## src/rtl/gpi_debounce_bit.sv

```systemverilog
// One input bit: multi-flop synchroniser, stability counter, debounced level
// register and single-cycle rise/fall strobes.
module gpi_debounce_bit #(
  parameter int unsigned SyncStages     = 2,
  parameter int unsigned DebounceCycles = 500000,
  parameter logic        ResetValue     = 1'b0
) (
  input  logic clk,
  input  logic rst,
  input  logic raw,
  output logic level,
  output logic rise,
  output logic fall
);

  localparam int unsigned     CntW   = $clog2(DebounceCycles + 1);
  localparam logic [CntW-1:0] CntMax = CntW'(DebounceCycles - 1);

  (* ASYNC_REG = "TRUE" *) logic [SyncStages-1:0] sync_q;
  logic [CntW-1:0] cnt_q;
  logic            sync;

  assign sync = sync_q[SyncStages-1];

  // NOTE: sequential state uses non-blocking assignments so every flop
  // samples the pre-edge values, independent of statement order.
  always_ff @(posedge clk) begin
    if (rst) begin
      sync_q <= {SyncStages{ResetValue}};
      cnt_q  <= '0;
      level  <= ResetValue;
      rise   <= 1'b0;
      fall   <= 1'b0;
    end else begin
      sync_q <= {sync_q[SyncStages-2:0], raw};
      rise   <= 1'b0;
      fall   <= 1'b0;
      if (sync == level) begin
        cnt_q <= '0;
      end else if (cnt_q == CntMax) begin
        // Held long enough: accept the new level and flag the edge once.
        cnt_q <= '0;
        level <= sync;
        rise  <= sync;
        fall  <= ~sync;
      end else begin
        cnt_q <= cnt_q + 1'b1;
      end
    end
  end

endmodule

```

## src/rtl/gpi_debounce.sv

```systemverilog
// Synchronises and debounces the board switch/button inputs; each bit is an
// independent gpi_debounce_bit instance.
module gpi_debounce #(
  parameter int unsigned     Width          = 20,
  parameter int unsigned     SyncStages     = 2,
  parameter int unsigned     DebounceCycles = 500000,
  parameter logic [Width-1:0] ResetValue    = '0
) (
  input  logic             clk_sys_i,
  input  logic             rst_sys_i,
  input  logic [Width-1:0] gp_raw_i,
  output logic [Width-1:0] gp_o,
  output logic [Width-1:0] rise_o,
  output logic [Width-1:0] fall_o
);

  for (genvar i = 0; i < Width; i++) begin : g_bit
    gpi_debounce_bit #(
      .SyncStages    (SyncStages),
      .DebounceCycles(DebounceCycles),
      .ResetValue    (ResetValue[i])
    ) u_bit (
      .clk  (clk_sys_i),
      .rst  (rst_sys_i),
      .raw  (gp_raw_i[i]),
      .level(gp_o[i]),
      .rise (rise_o[i]),
      .fall (fall_o[i])
    );
  end

endmodule

```

## config.mk

```make
export PLATFORM = sky130hd
export DESIGN_NAME = gpi_debounce
export DESIGN_NICKNAME = d
export VERILOG_FILES = /design/src/rtl/gpi_debounce_bit.sv /design/src/rtl/gpi_debounce.sv
export SDC_FILE = /design/constraint.sdc
export NUM_CORES = 1
export LEC_CHECK = 0
export BUFFER_PORTS_ARGS = -buffer_cell sky130_fd_sc_hd__buf_4
export CORE_MARGIN = 3
export CORE_UTILIZATION = 62
export DETAILED_ROUTE_END_ITERATION = 7
export PLACE_DENSITY_LB_ADDON = 0.12
export SLEW_MARGIN = 20
export SYNTH_ARGS = -nofsm -noshare
export SYNTH_HDL_FRONTEND = slang
export SYNTH_SLANG_ARGS = --single-unit
```

## constraint.sdc

```tcl
create_clock -name clk_sys_i -period 2.7 [get_ports clk_sys_i]
set_input_delay 0.27 -clock clk_sys_i [delete_from_list [all_inputs] [get_ports clk_sys_i]]
set_output_delay 0.27 -clock clk_sys_i [all_outputs]
set_load 0.05 [all_outputs]
```

==> run_results.csv <==
group,metric,value,unit
yosys,synth.most_common_cell,"dfxtp_1",
global_routing,grt_pass1_vias,15312,
timing,fmax,447.8,MHz
cts,cts_htree_levels,2,
drt,firstDrtPassIters,8,
global_routing,overflow,0,
cells_and_area,drive_gt1_share,9.477,%
worst_setup_path,cp_max_fo,17,
cells_and_area,area_growth,11.79,%
cells_and_area,final_core_util,71.12,%
die,chipWidth,189.9,um
worst_setup_path,r2r_slack,0.47,ns
placement,dp.cells,2782,
timing,slew_violations,0,
hold_path,min_path_type,"in -> reg",
cts,cts_resized,0,
timing,fin_crit_sh,82.71,%
yosys,synthArstFlopShare,0,%
yosys,ys_seq_area_share,45.84,%
worst_setup_path,crit_required,3.12,ns
hold_path,hp-start,"rst_sys_i",
cts,post_cts_buffers,0,
yosys,synth_area_per_cell,8.901,um^2
drt,wl_per_cell,13.62,um
worst_setup_path,endpoint_kind,"flop",
yosys,syn_inst,2355,
cells_and_area,num_antenna_cells,0,
worst_setup_path,cp-start-kind,"flop",
drt,via_count,16467,
timing,worst_pin_slew,0.6702,ns
worst_setup_path,reg2reg_depth,5,
die,io_pins,82,
drt,dr.first_iter.drc_count,794,
yosys,yosysWarningCount,0,
placement,gp_congestion,0.8303,
timing,hold_viol,0,
timing,setup_viol,0,
cells_and_area,final_cells,2890,
drt,final_antenna_net_count,0,
placement,dp.final_hpwl,26710,um
power_and_ir_drop,power_density,604.6,nW/um^2
outcome,outcome,"completed",
hold_path,holdPathEnd,"g_bit[2].u_bit.sync_q[0]$_SDFF_PP0_",
yosys,synth_top_area_cell,"dfxtp_1",
cts,cts-root-buf,"clkbuf_16",
timing,finalSetupTns,0,ns
yosys,synth_edf_count,0,
worst_setup_path,timing.rr.start,"g_bit[16].u_bit.cnt_q[0]$_SDFF_PP0_",
timing,slew_headroom,55.29,%
power_and_ir_drop,leakagePower,7.214,nW
yosys,synth_nets,2397,
worst_setup_path,arrival,2.65,ns
timing,rsz0062_at_grt,"no",
cts,ctsHoldBuffers,20,
cts,clock_latency,0.56,ns
drt,drc_errors,0,
cts,cts_tree,"done",
yosys,synth_seq_cells,480,
die,coreArea,32950,um^2
die,die_h,189.9,um
yosys,synth_area_leaders,"dfxtp_1 46%, xnor2_1 6.2%, nor2_1 5.7%",
run,max-cap-violations,0,
worst_setup_path,timing.rr.end,"g_bit[16].u_bit.cnt_q[8]$_SDFF_PP0_",
timing,fin_skew,0.01773,ns
drt,drt-total-wl,39370,um
yosys,synth_cell_type_count,52,
timing,period_minus_slack,2.233,ns
hold_path,min_path_cells,2,
global_routing,grt_max_degree,42,
cells_and_area,fin_nets,2453,
worst_setup_path,critPathKind,"reg -> reg",
yosys,synth_area,20960,um^2
cts,path_clk_slew,0.06,ns
placement,numPortBuffers,81,
die,start_util,63.62,%
cts,cts_max_path_buffers,3,
cts,numCtsBuffers,49,
global_routing,grt_pass1_wl,68170,um
die,num_rows,66,
power_and_ir_drop,power,14.17,mW
yosys,synth_flop_cell,"dfxtp_1",
global_routing,grtUsageTotal,21.44,%
drt,drt-vias-per-instance,5.698,
die,die_area,36050,um^2
yosys,netlist.area_leader.share,45.84,%
yosys,synthTopCellsByCount,"480 x dfxtp_1, 319 x nor2_1, 148 x xnor2_1",
global_routing,antenna_found_initial,0,
cts,clock_sinks,480,
power_and_ir_drop,ir_drop,0.4889,mV
layout make-up:
class / instances / area (um^2)
Inverter: 80 / 300.3
Clock buffer: 72 / 1435
Fill cell: 2586 / 9515
Multi-Input combinational cell: 1675 / 10330
Clock inverter: 16 / 214.0
Sequential cell: 480 / 9609
Timing Repair Buffer: 125 / 988.4
Tap cell: 442 / 553.0
metrics by stage:
step / setup slack, ns / area (um^2) / hold WS [ns]
4_1_cts: 0.4367 / 23430 / 0.1691
5_1_grt: 0.2976 / 23430 / 0.1971
2_1_floorplan: 0.4696 / 20960 / 0.3982
3_5_place_dp: 0.4336 / 21580 / 0.4244
3_3_place_gp: 0.4127 / 21580 / 0.4157
6_report: 0.4667 / 23430 / 0.1840
metal layers:
metal	vias up	track usage [%]	share of wire, %
li1	8379	-	-
met1	7737	27.68	46
met2	278	37.10	48
met3	73	3.390	3.7
met4	0	6.454	2.0
met5	-	0	0
kinds of logic after synthesis:
| family | synth area share, % |
|---|---|
| and+or+nand+nor | 29.47 |
| DFF | 45.84 |
| xor gates and xnor gates | 10.95 |
| AOI/OAI and AO/OA | 7.622 |
| buffers and inverters | 4.882 |
| adders and majority gates | 1.194 |
| muxes | 0.04775 |
critical path, cell delays in order, from the launching register on:
cell,delay [ns]
dfxtp_1,0.42
ha_1,0.19
or4bb_1,0.42
or4_1,0.60
o21ai_4,0.38
nor2_1,0.09
flip-flops by register name, indices dropped and copies added, names as in the netlist:
signal              flops
g_bit.u_bit.cnt_q     380
g_bit.u_bit.fall       20
g_bit.u_bit.level      20
g_bit.u_bit.rise       20
g_bit.u_bit.sync_q     40
power breakdown:
part / internal [mW] / switching [mW]
clock network: 4.15 / 2.68
registers: 7.12 / 0.0244
logic: 0.0919 / 0.102
layout by cell type, fill, tap and decap left out, types with 7 or more instances in the layout:
cell type        n
xnor2_1        148
nor4bb_1         7
o21ba_2          8
clkbuf_16       51
o21ai_0         62
clkinv_2         8
ha_1            20
a21oi_1        109
o21a_1           8
and2_1          16
nor4_1          78
nor2_1         319
buf_4          105
or4_1           67
clkbuf_8         8
nand2_1        112
clkbuf_1        13
and3_1          22
or4b_1          13
nand2b_1        17
nor4b_1         13
or3_1           79
dlygate4sd3_1   20
nor2b_1         42
nor3_1          50
nand4_1         95
nand3_1        135
dfxtp_1        480
or2_2           15
xor2_1         114
and4_1          31
inv_1           80
o31ai_1         42
worst max path at each step:
| stage | startpoint | to | cells after the start |
|---|---|---|---|
| 2_1_floorplan | g_bit[16].u_bit.cnt_q[0]$_SDFF_PP0_ | g_bit[16].u_bit.cnt_q[10]$_SDFF_PP0_ | 7 |
| 3_3_place_gp | g_bit[4].u_bit.cnt_q[5]$_SDFF_PP0_ | g_bit[4].u_bit.cnt_q[16]$_SDFF_PP0_ | 4 |
| 3_5_place_dp | g_bit[16].u_bit.cnt_q[0]$_SDFF_PP0_ | g_bit[16].u_bit.cnt_q[11]$_SDFF_PP0_ | 5 |
| 4_1_cts | g_bit[16].u_bit.cnt_q[0]$_SDFF_PP0_ | g_bit[16].u_bit.cnt_q[10]$_SDFF_PP0_ | 5 |
| 5_1_grt | g_bit[16].u_bit.cnt_q[0]$_SDFF_PP0_ | g_bit[16].u_bit.cnt_q[5]$_SDFF_PP0_ | 5 |
| 6_report | g_bit[16].u_bit.cnt_q[0]$_SDFF_PP0_ | g_bit[16].u_bit.cnt_q[8]$_SDFF_PP0_ | 5 |
No activity file was read; power rests on OpenSTA's default activity.
